[config.mk]
export PLATFORM = sky130hd
export DESIGN_NAME = gate_sweep_ctrl
export DESIGN_NICKNAME = d
export VERILOG_FILES = /design/src/rtl/gate_sweep_ctrl.sv
export SDC_FILE = /design/constraint.sdc
export NUM_CORES = 1
export LEC_CHECK = 0
export CORE_MARGIN = 8
export CORE_UTILIZATION = 45
export CTS_CLUSTER_DIAMETER = 50
export CTS_CLUSTER_SIZE = 16
export DETAILED_ROUTE_END_ITERATION = 7
export DONT_BUFFER_PORTS = 1
export HOLD_SLACK_MARGIN = 0.12
export PLACE_DENSITY = 0.63
export SLEW_MARGIN = 15
export SYNTH_ARGS = -nofsm -noshare
export SYNTH_HDL_FRONTEND = slang
export SYNTH_SLANG_ARGS = --single-unit
[constraint.sdc]
create_clock -name clk -period 4.4 [get_ports clk]
set_input_delay 0.22 -clock clk [delete_from_list [all_inputs] [get_ports clk]]
set_output_delay 0.22 -clock clk [all_outputs]
set_load 0.005 [all_outputs]
[src/rtl/gate_sweep_ctrl.sv]
// gate_sweep_ctrl: built-in self-test sequencer for a small combinational gate.
// Drives every input pattern in turn and holds each one for SETTLE cycles.
// It then samples the gate output once and compares it with the TRUTH table.
// At the end of a sweep it reports the mismatch count, the first failing
// vector and a pass flag, along with a one-cycle done pulse.
//
// Handshake: start is a level request that is only looked at in IDLE. It is
// never queued, so a start seen while busy or in DONE is dropped. Holding
// start high re-arms on the IDLE cycle that follows DONE.
module gate_sweep_ctrl #(
    parameter int                      N_IN   = 4,
    parameter int                      SETTLE = 1,
    parameter logic [(1<<N_IN)-1:0]    TRUTH  = 16'h8000
) (
    input  logic            clk,
    input  logic            rst,
    input  logic            start,
    output logic [N_IN-1:0] vec,
    input  logic            dut_o,
    output logic            busy,
    output logic            done,
    output logic            pass,
    output logic [N_IN:0]   err_cnt,
    output logic [N_IN-1:0] first_fail,
    output logic            first_fail_vld
);

    localparam logic [1:0] S_IDLE   = 2'd0;
    localparam logic [1:0] S_DRIVE  = 2'd1;
    localparam logic [1:0] S_SAMPLE = 2'd2;
    localparam logic [1:0] S_DONE   = 2'd3;

    // The settle counter only has to reach SETTLE-1.
    localparam int             CW          = (SETTLE > 1) ? $clog2(SETTLE) : 1;
    localparam logic [CW-1:0]  SETTLE_LAST = CW'(SETTLE - 1);
    localparam logic [N_IN-1:0] VEC_LAST   = '1;

    logic [1:0]    state;
    logic [1:0]    state_nxt;
    logic [CW-1:0] settle_cnt;
    logic          mismatch;

    // The gate output disagrees with the expected table entry for this vector.
    assign mismatch = (dut_o != TRUTH[vec]);

    assign busy = (state == S_DRIVE) || (state == S_SAMPLE);
    assign done = (state == S_DONE);

    // Next-state logic.
    always_comb begin
        state_nxt = state;
        case (state)
            S_IDLE:   if (start) state_nxt = S_DRIVE;
            S_DRIVE:  if (settle_cnt == SETTLE_LAST) state_nxt = S_SAMPLE;
            S_SAMPLE: state_nxt = (vec == VEC_LAST) ? S_DONE : S_DRIVE;
            S_DONE:   state_nxt = S_IDLE;
            default:  state_nxt = S_IDLE;
        endcase
    end

    // State register, vector stepping, settle timing and result accumulation.
    always_ff @(posedge clk) begin
        if (rst) begin
            state          <= S_IDLE;
            vec            <= '0;
            settle_cnt     <= '0;
            err_cnt        <= '0;
            first_fail     <= '0;
            first_fail_vld <= 1'b0;
            pass           <= 1'b0;
        end else begin
            state <= state_nxt;
            case (state)
                S_IDLE: begin
                    vec <= '0;
                    if (start) begin
                        settle_cnt     <= '0;
                        err_cnt        <= '0;
                        first_fail     <= '0;
                        first_fail_vld <= 1'b0;
                        pass           <= 1'b0;
                    end
                end
                S_DRIVE: begin
                    settle_cnt <= settle_cnt + 1'b1;
                end
                S_SAMPLE: begin
                    if (mismatch) begin
                        err_cnt <= err_cnt + 1'b1;
                        if (!first_fail_vld) begin
                            first_fail     <= vec;
                            first_fail_vld <= 1'b1;
                        end
                    end
                    if (vec == VEC_LAST) begin
                        // Registered here so that pass is already valid in
                        // DONE and still counts the final vector's result.
                        pass <= (err_cnt == '0) && !mismatch;
                    end else begin
                        vec        <= vec + 1'b1;
                        settle_cnt <= '0;
                    end
                end
                S_DONE: begin
                    vec <= '0;
                end
                default: begin
                    vec <= '0;
                end
            endcase
        end
    end

endmodule

==> impl_metrics.csv <==
group,metric,value,unit
clocking,cts_max_level,1,
flow_run,maxCapViolations,0,
die,initial_core_util,46.66,%
placed_design,place_ws,2.378,ns
power,sw_frac_of_total,32.63,%
critical_path,cpPeakStageDelay,0.55,ns
routing,drc_errors,0,
die,dieArea,0.004023,mm^2
die,core,0.002170,mm^2
sta,fin_crit,2.065,ns
global_routing,antenna_found_initial,0,
routing,ant_nets,0,
global_routing,grt_overflow,0,
yosys,synthDistinctLibCells,34,
critical_path,cp-end-kind,"flop",
critical_path,cp-start-kind,"flop",
critical_path,cp.required,4.57,ns
yosys,syn_nets,126,
yosys,mappedNetlistArea,0.001012,mm^2
routing,via_count,811,
sta,worst_pin_slew,0.6179,ns
die,rows,17,
sta,fin_tns_setup,0,ns
power,p_leak,0.4236,nW
yosys,yosys.area.top_type,"dfxtp_1",
clocking,ctsResizeCount,0,
yosys,yosysSeqAreaShare,37.58,%
global_routing,first_global_vias,788,
yosys,post_synth_main_area_contributors,"dfxtp_1 (38%), ha_1 (9.9%), a21oi_1 (4.9%)",
finish,drive_above_1_share,7.826,%
critical_path,crit_fanout,19,
yosys,ys_ff_latch,19,
routing,postRouteWirelength,2139,um
power,p_sw,123.4,uW
sta,finClkSkew,0.006897,ns
clocking,cts_buffers,3,
power,clkPwrFrac,23.1,%
finish,diodes,0,
critical_path,cp.arrival,2.24,ns
critical_path,crit_family,"adder cells",
finish,syn_to_final_growth,5.191,%
sta,rsz0062_at_grt,"false",
die,die_w,63.43,um
yosys,synth_area_per_cell,8.879,um^2
sta,maxSlewHeadroom,58.67,%
yosys,syn_inst,114,
clocking,clock_latency,0.30,ns
finish,final_common_cell,"dfxtp_1",
power,pwr-share-seq,49.5,%
global_routing,grt_use_total,10.55,%
yosys,synth_warnings,0,
sta,finalSetupViolations,0,
critical_path,critPathSlowestCell,"ha_1",
power,p_comb_share,27.3,%
clocking,cts.sinks,19,
power,p_per_area,355.2,mW/mm^2
clocking,cts_tree,"yes",
run_status,status,"completed",
routing,wl_per_cell,14.96,um
clocking,cts-root-buf,"clkbuf_4",
sta,fmax,0.4842,GHz
sta,slew_viol_final,0,
sta,fin_ws,2.335,ns
clocking,clk_path_buf_depth,2,
routing,drt_iter0_drc,27,
clocking,path_clk_slew,0.11,ns
placed_design,dp.cells,138,
routing,vias_per_cell,5.671,
sta,final-hold-violation-count,0,
critical_path,path_common_cell,"mux2i_1",
sta,fin_crit_sh,46.94,%
critical_path,cp.buffers_inverters,1,
placed_design,gp_congestion,0.7642,
die,die_h,63.43,um
finish,nNetsFinal,128,
power,power,378.2,uW
finish,final_cell_mix,"dfxtp_1 (19), nor2_1 (12), nand3_1 (10), a21oi_1 (10), ha_1 (8)",
placed_design,portBuffers,0,
finish,post_layout_nonfiller_instances,143,
critical_path,path_cells,"inv_1 > ha_1 > mux2i_1 > a211oi_2 > mux2i_1 > nor2_1",
critical_path,crit_type,"reg2reg",
global_routing,grt_max_degree,20,
power,irDropWorstVdd,0.0001853,V
die,boundaryPins,21,
routing,first_pass_iters,4,
global_routing,grt_pass1_wl,3512,um
yosys,yosys.area.top_type_share,37.58,%
finish,final_core_util,49.08,%
power,intPower,254.8,uW
min_path,hp-class,"in2reg",
registers in the layout, summed over array words and instances, names as in the netlist, named ones only:
signal / flops
err_cnt: 5
first_fail: 4
vec: 4
state: 2
first_fail_vld: 1
pass: 1
settle_cnt: 1
cells in the mapped netlist:
library cell	number
a22oi_1	2
nand2_1	5
buf_4	1
clkbuf_1	2
ha_1	8
o21ai_0	5
and2_1	2
a21o_1	3
nor3b_1	1
or2b_1	1
mux2i_1	4
a21oi_1	10
nor2_1	12
nor3_1	1
mux2_2	2
o2bb2ai_1	1
o22ai_1	1
nor2b_1	1
a211o_1	1
xor2_1	2
a211oi_1	2
nand3_1	10
inv_1	5
nor4b_2	1
nand4b_1	2
nand2b_1	1
and3_1	3
a32oi_1	1
buf_2	1
nor4b_1	1
a211oi_2	1
xnor2_1	1
nand4_2	1
dfxtp_1	19
power groups by stage:
stage                     sequential, mW  clock, mW  combinational, mW
after detailed placement           0.191          0              0.101
after global routing               0.189     0.0956              0.116
after floorplan                    0.189          0             0.0865
after global placement             0.191          0             0.0976
after CTS                          0.187     0.0916              0.104
final                              0.187     0.0875              0.103
metrics by stage:
| step | area [um^2] | hold WS (ns) |
|---|---|---|
| 2_1_floorplan | 1012 | 0.4445 |
| 3_3_place_gp | 1027 | 0.2940 |
| 3_5_place_dp | 1027 | 0.2947 |
| 4_1_cts | 1065 | 0.1870 |
| 5_1_grt | 1065 | 0.1918 |
| 6_report | 1065 | 0.2034 |
final timing paths:
kind | to | start | slack [ns] | cells after the start
setup reg to reg | first_fail[2] | state[0] | 2.33 | 6
setup / recovery | first_fail[2] | state[0] | 2.33 | 6
hold / removal | err_cnt[2] | rst | 0.20 | 2
hold reg to reg | settle_cnt | settle_cnt | 0.49 | 2
area by class of cell:
type | count | area [um^2]
fill | 233 | 1105
multi-input combinational | 86 | 593.1
sequential | 19 | 380.4
tap | 28 | 35.03
clock buffer | 3 | 22.52
inverter | 5 | 18.77
timing repair buffer | 1 | 10.01
clock inverter | 1 | 5.005
layer usage:
| metal | share of wire, % | global-route usage, % |
|---|---|---|
| met1 | 44 | 11.09 |
| met2 | 50 | 18.12 |
| met3 | 5.8 | 3.357 |
| met4 | 0.79 | 5.850 |
| met5 | 0 | 0 |
timing repair:
item | CTS | global route
hold endpoints to repair | 16 | 0
setup buffers | 0 | 0
hold buffers | 1 | 0
worst reg2reg max path, delay by kind of cell (launching register included):
family / cells / cell delay [ns]
AO/OA/AOI/OAI: 1 / 0.39
AND/OR/NAND/NOR: 1 / 0.05
adder cells (fa/ha/maj): 1 / 0.55
flip-flops: 1 / 0.36
multiplexers: 2 / 0.49
buffers and inverters: 1 / 0.12
cell families (layout without fill, tap and decap cells):
| kind of cell | count (synthesis) | count (layout) | synth area share, % |
|---|---|---|---|
| fa+ha+maj | 8 | 8 | 9.889 |
| compound gates | 27 | 27 | 17.06 |
| mux | 6 | 6 | 6.180 |
| flops | 19 | 19 | 37.58 |
| simple gates | 42 | 42 | 22.87 |
| buf+inv | 9 | 10 | 3.832 |
| xor+xnor | 3 | 3 | 2.596 |
(Power assumes the default switching activity.)
